### src/rtl/wb_stage_pkg.sv
// -----------------------------------------------------------------------------
// wb_stage_pkg
// Shared constants and types for the MEM/WB writeback stage.
//   WB_SEL_*  : writeback source select codes (ALU, LOAD, PC+4, reserved)
//   F3_*      : load funct3 encodings (lb, lh, lw, lbu, lhu)
//   wb_slot_t : contents of one captured MEM/WB pipeline slot
// -----------------------------------------------------------------------------
package wb_stage_pkg;

  localparam int XLEN_DEF = 32;

  localparam logic [1:0] WB_SEL_ALU  = 2'd0;
  localparam logic [1:0] WB_SEL_LOAD = 2'd1;
  localparam logic [1:0] WB_SEL_PC4  = 2'd2;
  localparam logic [1:0] WB_SEL_RSVD = 2'd3;

  localparam logic [2:0] F3_LB  = 3'd0;
  localparam logic [2:0] F3_LH  = 3'd1;
  localparam logic [2:0] F3_LW  = 3'd2;
  localparam logic [2:0] F3_LBU = 3'd4;
  localparam logic [2:0] F3_LHU = 3'd5;

  typedef struct packed {
    logic        valid;
    logic        wr_en;
    logic [4:0]  rd;
    logic [1:0]  wb_sel;
    logic [2:0]  ld_funct3;
    logic [31:0] alu_res;
    logic [31:0] ld_data;
    logic [31:0] pc4;
  } wb_slot_t;

endpackage

### src/rtl/wb_stage_if.sv
// -----------------------------------------------------------------------------
// wb_stage_if
// Bundle between the MEM stage / hazard unit (master) and the writeback stage
// (slave).
//   MEM side : valid/wr_en/rd/wb_sel/ld_funct3/alu_res/ld_data/pc4 (*_mem_i)
//   control  : stall_wb_i, flush_wb_i
//   results  : regfile write port, forwarding valid, retire, load error,
//              retired-instruction count (CNT_W bits)
// -----------------------------------------------------------------------------
interface wb_stage_if #(
  parameter int CNT_W = 64
);
  logic             valid_mem_i;
  logic             wr_en_mem_i;
  logic [4:0]       rd_mem_i;
  logic [1:0]       wb_sel_mem_i;
  logic [2:0]       ld_funct3_mem_i;
  logic [31:0]      alu_res_mem_i;
  logic [31:0]      ld_data_mem_i;
  logic [31:0]      pc4_mem_i;
  logic             stall_wb_i;
  logic             flush_wb_i;

  logic             w_en_rf_o;
  logic [4:0]       w_reg_rf_o;
  logic [31:0]      w_data_rf_o;
  logic             fwd_vld_o;
  logic             retire_o;
  logic             ld_err_o;
  logic [CNT_W-1:0] instret_o;

  modport master (
    output valid_mem_i, wr_en_mem_i, rd_mem_i, wb_sel_mem_i, ld_funct3_mem_i,
           alu_res_mem_i, ld_data_mem_i, pc4_mem_i, stall_wb_i, flush_wb_i,
    input  w_en_rf_o, w_reg_rf_o, w_data_rf_o, fwd_vld_o, retire_o, ld_err_o,
           instret_o
  );

  modport slave (
    input  valid_mem_i, wr_en_mem_i, rd_mem_i, wb_sel_mem_i, ld_funct3_mem_i,
           alu_res_mem_i, ld_data_mem_i, pc4_mem_i, stall_wb_i, flush_wb_i,
    output w_en_rf_o, w_reg_rf_o, w_data_rf_o, fwd_vld_o, retire_o, ld_err_o,
           instret_o
  );
endinterface

### src/rtl/wb_stage_ld_align.sv
// -----------------------------------------------------------------------------
// ld_align
// Combinational load formatter: picks the addressed byte/half out of an aligned
// data word and sign- or zero-extends it.
//   funct3 : load size/sign (lb, lh, lw, lbu, lhu)
//   off    : byte offset within the word
//   word   : raw aligned data word
//   data   : formatted load value
//   err    : misaligned access or reserved funct3 (3, 6, 7)
// -----------------------------------------------------------------------------
module ld_align
  import wb_stage_pkg::*;
(
  input  logic [2:0]  funct3,
  input  logic [1:0]  off,
  input  logic [31:0] word,
  output logic [31:0] data,
  output logic        err
);

  logic [7:0]  byte_lane [4];
  logic [15:0] half_lane [2];

  genvar gi;
  generate
    for (gi = 0; gi < 4; gi++) begin : g_byte
      assign byte_lane[gi] = word[8*gi +: 8];
    end
    for (gi = 0; gi < 2; gi++) begin : g_half
      assign half_lane[gi] = word[16*gi +: 16];
    end
  endgenerate

  logic [7:0]  sel_byte;
  logic [15:0] sel_half;

  always_comb begin
    sel_byte = byte_lane[off];
    sel_half = half_lane[off[1]];
    data     = '0;
    err      = 1'b0;
    case (funct3)
      F3_LB:   data = {{24{sel_byte[7]}}, sel_byte};
      F3_LBU:  data = {24'd0, sel_byte};
      F3_LH: begin
        data = {{16{sel_half[15]}}, sel_half};
        err  = off[0];
      end
      F3_LHU: begin
        data = {16'd0, sel_half};
        err  = off[0];
      end
      F3_LW: begin
        data = word;
        err  = |off;
      end
      default: err = 1'b1;
    endcase
  end

endmodule

### src/rtl/wb_stage.sv
// -----------------------------------------------------------------------------
// wb_stage
// MEM/WB pipeline register plus writeback formatter feeding the 32x32 regfile
// (written on negedge clk) and the EX forwarding path.
//   clk   : pipeline clock
//   reset : asynchronous, active-low
//   bus   : wb_stage_if.slave (MEM inputs, stall/flush, regfile/forward/retire
//           outputs, retired-instruction count)
// Optional feature: define WB_RETIRE_CNT_EN to build the CNT_W-bit retire
// counter; otherwise instret_o is tied to 0 and no counter flops exist.
// -----------------------------------------------------------------------------
module wb_stage
  import wb_stage_pkg::*;
#(
  parameter int XLEN  = XLEN_DEF,
  parameter int CNT_W = 64
) (
  input  logic      clk,
  input  logic      reset,
  wb_stage_if.slave bus
);

  wb_slot_t slot_reg, slot_next;
  // fired_reg: the instruction in the slot has already been presented once, so
  // repeats while stalled must not write or retire again.
  logic     fired_reg, fired_next;

  always_comb begin
    slot_next  = slot_reg;
    fired_next = fired_reg;
    if (bus.flush_wb_i) begin
      slot_next.valid = 1'b0;
    end else if (!bus.stall_wb_i) begin
      slot_next.valid     = bus.valid_mem_i;
      slot_next.wr_en     = bus.wr_en_mem_i;
      slot_next.rd        = bus.rd_mem_i;
      slot_next.wb_sel    = bus.wb_sel_mem_i;
      slot_next.ld_funct3 = bus.ld_funct3_mem_i;
      slot_next.alu_res   = bus.alu_res_mem_i;
      slot_next.ld_data   = bus.ld_data_mem_i;
      slot_next.pc4       = bus.pc4_mem_i;
      fired_next          = 1'b0;
    end else begin
      fired_next = 1'b1;
    end
  end

  always_ff @(posedge clk or negedge reset) begin
    if (!reset) begin
      slot_reg  <= '0;
      fired_reg <= 1'b0;
    end else begin
      slot_reg  <= slot_next;
      fired_reg <= fired_next;
    end
  end

  logic [XLEN-1:0] ld_fmt;
  logic            ld_bad;

  ld_align u_ld_align (
    .funct3 (slot_reg.ld_funct3),
    .off    (slot_reg.alu_res[1:0]),
    .word   (slot_reg.ld_data),
    .data   (ld_fmt),
    .err    (ld_bad)
  );

  logic            is_load;
  logic            err;
  logic            first;
  logic            wq;
  logic            w_en;
  logic [XLEN-1:0] sel_data;

  always_comb begin
    is_load = (slot_reg.wb_sel == WB_SEL_LOAD);
    // Alignment/funct3 faults only matter when the load path is selected.
    err     = is_load & ld_bad;
    first   = slot_reg.valid & ~fired_reg;
    wq      = slot_reg.valid & slot_reg.wr_en & (|slot_reg.rd) & ~err &
              (slot_reg.wb_sel != WB_SEL_RSVD);
    w_en    = wq & ~fired_reg;
    case (slot_reg.wb_sel)
      WB_SEL_ALU:  sel_data = slot_reg.alu_res;
      WB_SEL_LOAD: sel_data = ld_fmt;
      WB_SEL_PC4:  sel_data = slot_reg.pc4;
      default:     sel_data = '0;
    endcase
  end

  assign bus.w_en_rf_o   = w_en;
  assign bus.w_reg_rf_o  = w_en ? slot_reg.rd : 5'd0;
  assign bus.w_data_rf_o = w_en ? sel_data : '0;
  assign bus.fwd_vld_o   = wq;
  assign bus.retire_o    = first;
  assign bus.ld_err_o    = first & err;

`ifdef WB_RETIRE_CNT_EN
  logic [CNT_W-1:0] cnt_reg, cnt_next;

  // Wraps to 0 naturally from all-ones.
  always_comb begin
    cnt_next = cnt_reg;
    if (first) cnt_next = cnt_reg + {{(CNT_W-1){1'b0}}, 1'b1};
  end

  always_ff @(posedge clk or negedge reset) begin
    if (!reset) cnt_reg <= '0;
    else        cnt_reg <= cnt_next;
  end

  assign bus.instret_o = cnt_reg;
`else
  assign bus.instret_o = {CNT_W{1'b0}};
`endif

endmodule

### src/flat_wrapper.sv
// flat-port wrapper written by rule: the top's interface ports become plain ports
module wb_stage_flat import wb_stage_pkg::*;
#(
  parameter int XLEN  = XLEN_DEF,
  parameter int CNT_W = 64
)
  (clk, reset, bus_valid_mem_i, bus_wr_en_mem_i, bus_rd_mem_i, bus_wb_sel_mem_i, bus_ld_funct3_mem_i, bus_alu_res_mem_i, bus_ld_data_mem_i, bus_pc4_mem_i, bus_stall_wb_i, bus_flush_wb_i, bus_w_en_rf_o, bus_w_reg_rf_o, bus_w_data_rf_o, bus_fwd_vld_o, bus_retire_o, bus_ld_err_o, bus_instret_o);
  wb_stage_if #(.CNT_W(CNT_W)) bus_i ();
  input  logic clk;
  input  logic reset;
  input wire logic [$bits(bus_i.valid_mem_i)-1:0] bus_valid_mem_i;
  input wire logic [$bits(bus_i.wr_en_mem_i)-1:0] bus_wr_en_mem_i;
  input wire logic [$bits(bus_i.rd_mem_i)-1:0] bus_rd_mem_i;
  input wire logic [$bits(bus_i.wb_sel_mem_i)-1:0] bus_wb_sel_mem_i;
  input wire logic [$bits(bus_i.ld_funct3_mem_i)-1:0] bus_ld_funct3_mem_i;
  input wire logic [$bits(bus_i.alu_res_mem_i)-1:0] bus_alu_res_mem_i;
  input wire logic [$bits(bus_i.ld_data_mem_i)-1:0] bus_ld_data_mem_i;
  input wire logic [$bits(bus_i.pc4_mem_i)-1:0] bus_pc4_mem_i;
  input wire logic [$bits(bus_i.stall_wb_i)-1:0] bus_stall_wb_i;
  input wire logic [$bits(bus_i.flush_wb_i)-1:0] bus_flush_wb_i;
  output wire logic [$bits(bus_i.w_en_rf_o)-1:0] bus_w_en_rf_o;
  output wire logic [$bits(bus_i.w_reg_rf_o)-1:0] bus_w_reg_rf_o;
  output wire logic [$bits(bus_i.w_data_rf_o)-1:0] bus_w_data_rf_o;
  output wire logic [$bits(bus_i.fwd_vld_o)-1:0] bus_fwd_vld_o;
  output wire logic [$bits(bus_i.retire_o)-1:0] bus_retire_o;
  output wire logic [$bits(bus_i.ld_err_o)-1:0] bus_ld_err_o;
  output wire logic [$bits(bus_i.instret_o)-1:0] bus_instret_o;
  assign bus_i.valid_mem_i = bus_valid_mem_i;
  assign bus_i.wr_en_mem_i = bus_wr_en_mem_i;
  assign bus_i.rd_mem_i = bus_rd_mem_i;
  assign bus_i.wb_sel_mem_i = bus_wb_sel_mem_i;
  assign bus_i.ld_funct3_mem_i = bus_ld_funct3_mem_i;
  assign bus_i.alu_res_mem_i = bus_alu_res_mem_i;
  assign bus_i.ld_data_mem_i = bus_ld_data_mem_i;
  assign bus_i.pc4_mem_i = bus_pc4_mem_i;
  assign bus_i.stall_wb_i = bus_stall_wb_i;
  assign bus_i.flush_wb_i = bus_flush_wb_i;
  assign bus_w_en_rf_o = bus_i.w_en_rf_o;
  assign bus_w_reg_rf_o = bus_i.w_reg_rf_o;
  assign bus_w_data_rf_o = bus_i.w_data_rf_o;
  assign bus_fwd_vld_o = bus_i.fwd_vld_o;
  assign bus_retire_o = bus_i.retire_o;
  assign bus_ld_err_o = bus_i.ld_err_o;
  assign bus_instret_o = bus_i.instret_o;
  wb_stage #(.XLEN(XLEN), .CNT_W(CNT_W)) u_core (.clk(clk), .reset(reset), .bus(bus_i));
endmodule
### config.mk
export PLATFORM = sky130hd
export DESIGN_NAME = wb_stage_flat
export DESIGN_NICKNAME = d
export VERILOG_FILES = /design/src/rtl/wb_stage_pkg.sv /design/src/rtl/wb_stage_if.sv /design/src/rtl/wb_stage_ld_align.sv /design/src/rtl/wb_stage.sv /design/src/flat_wrapper.sv
export SDC_FILE = /design/constraint.sdc
export NUM_CORES = 1
export LEC_CHECK = 0
export ABC_AREA = 1
export BUFFER_PORTS_ARGS = -buffer_cell sky130_fd_sc_hd__buf_2
export CAP_MARGIN = 25
export CELL_PAD_IN_SITES_DETAIL_PLACEMENT = 0
export CELL_PAD_IN_SITES_GLOBAL_PLACEMENT = 1
export CORE_ASPECT_RATIO = 0.5
export CORE_UTILIZATION = 31
export DETAILED_ROUTE_END_ITERATION = 10
export PLACE_DENSITY_LB_ADDON = 0.1
export SYNTH_ARGS = -nofsm -noshare
export SYNTH_HDL_FRONTEND = slang
export SYNTH_HIERARCHICAL = 1
export SYNTH_SLANG_ARGS = --single-unit
### constraint.sdc
create_clock -name clk -period 2.5 [get_ports clk]
set_input_delay 0.125 -clock clk [delete_from_list [all_inputs] [get_ports clk]]
set_output_delay 0.125 -clock clk [all_outputs]
set_load 0.01 [all_outputs]
* Word-level counts from Yosys, hierarchy flattened
Cells that the tools add are included.
** Word-level totals
- Register bits :: 109
- Output and inout bits :: 105
- Bits of input ports :: 112
- Logic and storage cells :: 54
** Cells by class
- Reduce and logical (&&, ||, !) cells :: 7
- Equal/unequal tests :: 8
- Muxes and demuxes :: 14
- Magnitude comparators :: 2
- Bitwise operators :: 14
** Operators by type and width (number)
- case mux 32 bit (5 select lines) :: 1
- 2-to-1 mux 108 bit :: 1
- case mux 32 bit (3 select lines) :: 1
- 2-to-1 mux 16 bit :: 3
- 2-to-1 mux 32 bit :: 1
- binary-select mux 8 bit (select 2 bit) :: 1
- 2-to-1 mux 8 bit :: 2
- bitwise AND 1 bit :: 8
- equality test 3 bit (second input constant) :: 2
- OR reduction 2 bit :: 3
- 2-to-1 mux 5 bit :: 1
- OR reduction 5 bit :: 1
- inverter 1 bit :: 4
- equality test 3 x 1 -> 1 bit (second input constant) :: 1
- equality test 3 x 2 -> 1 bit (second input constant) :: 1
- >= comparator 3 bit (second input constant) :: 1
- zero test 3 bit :: 1
- inverter 2 -> 3 bit :: 1
- case mux 1 bit (3 select lines) :: 1
- equality test 2 x 1 -> 1 bit (second input constant) :: 1
- equality test 2 bit (second input constant) :: 1
- >= comparator 2 bit (second input constant) :: 1
- zero test 2 bit :: 1
- 2-to-1 mux 1 bit :: 2
- 4 further kinds :: 4

* Logic depth before layout (Yosys ltp)
- Word-level depth :: 9
- Gate-level depth with buffers :: 13
- Gate-level depth less buffers :: 11

* Cells and area by module
Netlist, hierarchy kept.
** By module, submodules not included
- wb_stage :: cells each 755, times used 1, area each 5570.3 um^2, sequential area each 2727.6 um^2
- ld_align :: cells each 213, times used 1, area each 967.2 um^2, sequential area each 0.0 um^2

* Worst setup path after synthesis
No wires, ideal clock.
- Path kind :: register -> output
- From :: reg u_core/slot_reg[98] in the netlist's numbering
- To :: out bus_w_data_rf_o[12]
- Cell stages (with the launch flop) :: 14
- Data arrival time :: 1.599 ns
- Path buffers :: 3
- Slack :: 0.776 ns
- Required time :: 2.375 ns
- Path through :: dfrtp_1 > inv_2 > buf_6 > nand3_4 > inv_1 > o21ai_1 > nand3_1 > inv_1 > nor2_1 > nor2_2 > nand3_2 > buf_6 > buf_6 > nor2_2
** On the way
- Longest elaborated chain between the ends :: 9
- Elaborated cells on any way between the ends :: 16
- Classes of those cells :: 4 x eq/ne; 4 x mux; 5 x bitwise; 3 x reduce/logical
** RTL lines
- start, declared :: RTL line wb_stage.sv:23 : wb_slot_t slot_reg, slot_next;
- start signal, assigned :: RTL line wb_stage.sv:53 : slot_reg <= slot_next;
- equality test 3 bit (tied with other cells) :: RTL line wb_stage_ld_align.sv:42 : case (funct3)
- OR reduction 2 bit (no line)
- case mux 1 bit (3 select lines) * :: RTL line wb_stage_ld_align.sv:42
- net u_core.ld_bad :: RTL line wb_stage.sv:59 : logic ld_bad;
- bitwise AND 1 bit * :: RTL line wb_stage.sv:79 : err = is_load & ld_bad;
- inverter 1 bit * :: RTL line wb_stage.sv:81 : wq = slot_reg.valid & slot_reg.wr_en & (|slot_reg.rd) & ~err &
- bitwise AND 1 bit * (2 in a row) :: RTL line wb_stage.sv:81
- bitwise AND 1 bit * :: RTL line wb_stage.sv:83 : w_en = wq & ~fired_reg;
- 2-to-1 mux 32 bit * :: RTL line wb_stage.sv:94 : assign bus.w_data_rf_o = w_en ? sel_data : '0;
- end, declared :: RTL line flat_wrapper.sv:23 : output wire logic [$bits(bus_i.w_data_rf_o)-1:0] bus_w_data_rf_o;
The timed path passes the listed nets; every way through them passes the cells marked *.

* Worst setup path after layout
- From :: reg u_core/slot_reg[96] in the netlist's numbering
- To :: out bus_w_data_rf_o[10]
** On the way
- Elaborated cells on any way between the ends :: 16
- Classes of those cells :: 4 x eq/ne; 4 x mux; 5 x bitwise; 3 x reduce/logical
** RTL lines
- equality test 3 x 2 -> 1 bit (tied with other cells) :: RTL line wb_stage_ld_align.sv:42
- case mux 32 bit (5 select lines) * :: RTL line wb_stage_ld_align.sv:42
- net u_core.ld_fmt[10] :: RTL line wb_stage.sv:58 : logic [XLEN-1:0] ld_fmt;
- case mux 32 bit (3 select lines) * :: RTL line wb_stage.sv:84 : case (slot_reg.wb_sel)
- 2-to-1 mux 32 bit * :: RTL line wb_stage.sv:94
Marked as above.

==> summary.txt <==
Status
  • Status: finished, final reports clean

Setup path
  • Worst setup SP type: flip-flop
  • Crit path max fanout: 24
  • FF-to-FF path depth: 2
  • Crit. End Element: output pin
  • CP Cell Sequence: inv_2 > nand2_2 > nor2_2 > nand2_4 > nand2_1 > nand2_1 > nand2_1 > nor2_1 > nor2_1 > buf_2
  • Slowest stage delay, CP: 430 ps
  • CP delay by family, top: simple AND/OR/NAND/NOR gates
  • FF-to-FF End: u_core/slot_reg[65]
  • Critical Path Sink: bus_w_data_rf_o[10]
  • Data required time at the worst endpoint: 2380 ps
  • Critical path data arrival time: 2160 ps
  • Cell depth of the worst setup path: 10
  • Most frequent CP cell: nand2_1
  • Reg2reg setup slack: 1550 ps
  • Buf/Inv on CP: 2
  • Worst Setup SP: u_core/slot_reg[96]
  • R2R Path Start: u_core/slot_reg[65]
  • CP Class: flip-flop to output pin
  • Slowest CP cell: dfrtp_1

Die
  • Core area: 20,600 sq um
  • # IOs: 217
  • Initial Util: 31.7%
  • Rows: 37
  • Die area: 21,700 sq um
  • Chip width: 207 um
  • Die height: 105 um

GRT
  • Remaining Overflow, GRT: 0
  • GRT Util Overall: 19.5%
  • First-pass GRT wire length: 33,000 um
  • Initial antenna violation count: 0
  • Vias in the first global route: 6,122
  • Largest net degree at the start of global routing: 148

Logic synthesis
  • Primary FF master, synth: dfrtp_1
  • Netlist cell types: 24
  • Seq/Total Area, Yosys: 41.7%
  • EDFF count, synth: 0
  • Cell area after synthesis: 6540 sq um
  • Avg Cell Area, Syn: 6.75 sq um
  • Async set or reset register ratio after synthesis: 100%
  • Syn Inst Count: 968
  • YS warnings: 6
  • Synthesized flop and latch total: 109

Timing
  • Finish-stage setup viols: 0
  • Max Transition Viols Final: 0
  • F_max: 437 MHz
  • Period utilization: 91.4%
  • Setup Skew: 0 ps
  • Setup WS post-layout: 214 ps
  • Setup TNS: 0 ps
  • Fin crit period: 2290 ps
  • RSZ-0062 raised after global routing: false
  • Actual slew at the worst max-slew pin: 667 ps
  • Max-slew headroom: 55.6%
  • Final Hold Fails: 0
  • WHS: 1.84 ps

Clocking
  • TritonCTS buffer count: 9
  • Root buf cell: clkbuf_16
  • CTS Sinks: 109
  • Reg clk slew, reported paths: 70 ps
  • Clock latency on the worst-skew pair: 350 ps
  • Max clock buf depth: 2
  • Htree depth: 3
  • CTS tree: yes

Cells and area
  • Final nets: 1,306
  • Share of cells above drive strength 1: 19.3%
  • Max FFs per register: 108
  • Commonest cells after routing, fill and taps aside: nand2_1 (437), buf_2 (151), nor2_1 (119)
  • Most common cell after layout, fill and taps aside: nand2_1
  • Antenna Cells: 0
  • Finished Layout Cells: 1,472
  • Layout area overhead: 30.6%
  • Layout Utilization: 41.4%
  • Final instance area: 8540 sq um

Detailed routing
  • Total iterations of the first detailed-routing run: 5
  • Average wire per standard cell: 13.8 um
  • Post-DRT Antenna Nets: 0
  • Vias post-DR: 6,316
  • Starting DRT DRC Count: 470
  • Drt drc: 0
  • Via/cell ratio: 4.29
  • Post-Route WL: 20,300 um

Power and ir drop
  • Pwr Density: 569 nW/um^2
  • Final Power: 4.86 mW
  • Leak: 4.77 nW
  • Max VDD drop: 292 uV

Place
  • Pre-CTS WS: 382 ps
  • Dpl hpwl: 14,700 um
  • PortBufs: 152
  • Placed Cells: 1,359
  • Dpl cell area: 7260 sq um
  • RD Place Congestion: 0.848

Hold path
  • Worst Hold Class: input pin to flip-flop

Run
  • Max-Cap Viols: 0
[layer usage]
metal / track usage [%] / vias to the layer above / wire length (um)
met3: 4.36 / 12 / 1130
met1: 30.0 / 2901 / 11000
li1: - / 3212 / -
met2: 27.4 / 191 / 8080
met4: 3.52 / 0 / 145
met5: 0 / - / 0
[cells in the mapped netlist, types with 9 or more instances]
| cell | instances | share of area, % |
|---|---|---|
| nand2_1 | 437 | 25 |
| nor2_1 | 120 | 6.9 |
| dfrtp_1 | 109 | 42 |
| inv_1 | 73 | 4.2 |
| buf_4 | 66 | 7.6 |
| o21ai_0 | 47 | 3.6 |
| buf_2 | 28 | 2.1 |
| nor2_2 | 24 | 2.3 |
| nand3_1 | 11 | 0.84 |
| nand2_2 | 10 | 0.96 |
| buf_6 | 9 | 1.6 |
| nand4_1 | 9 | 0.86 |
[worst min-delay path by stage]
stage                                from                   to  slack, ps  cells past startpoint
floorplan                           reset     u_core/fired_reg       -170                      0
global placement                    reset  u_core/slot_reg[91]        140                      1
detailed placement                  reset  u_core/slot_reg[93]        140                      1
CTS                  bus_ld_data_mem_i[6]  u_core/slot_reg[38]        0.3                      3
global route         bus_alu_res_mem_i[7]  u_core/slot_reg[71]          6                      3
finish              bus_ld_data_mem_i[21]  u_core/slot_reg[53]          2                      3
[power by group]
group	switching (mW)	internal [mW]	leakage [nW]
combinational	0.815	0.467	3.28
sequential	0.154	1.98	1.34
clock	0.655	0.783	0.148
total	1.62	3.23	4.77
[timing repair]
item,in CTS,in global routing
hold buffers,97,0
hold endpoints to repair,131,0
setup buffers,0,0
gates resized for setup,1,4
endpoints found under the setup margin,3,32
[tightest hold or removal path, cell delays in order]
cell,delay [ps]
buf_2,80
nand2_1,60
nand2_1,60
[layout make-up]
class / instances / area [sq um]
timing repair buffer: 262 / 1870
sequential: 109 / 2730
tap: 273 / 342
multi-input combinational: 732 / 3000
inverter: 80 / 300
clock inverter: 3 / 17.5
fill: 2261 / 12100
clock buffer: 13 / 280
[cell families after synthesis]
logic type,synth area share (%)
buffers and inverters,16.3
and+or+nand+nor,38.0
AOI/OAI and AO/OA,4.00
DFF,41.7
other,0.0574
No activity file was read; power rests on OpenSTA's default activity.
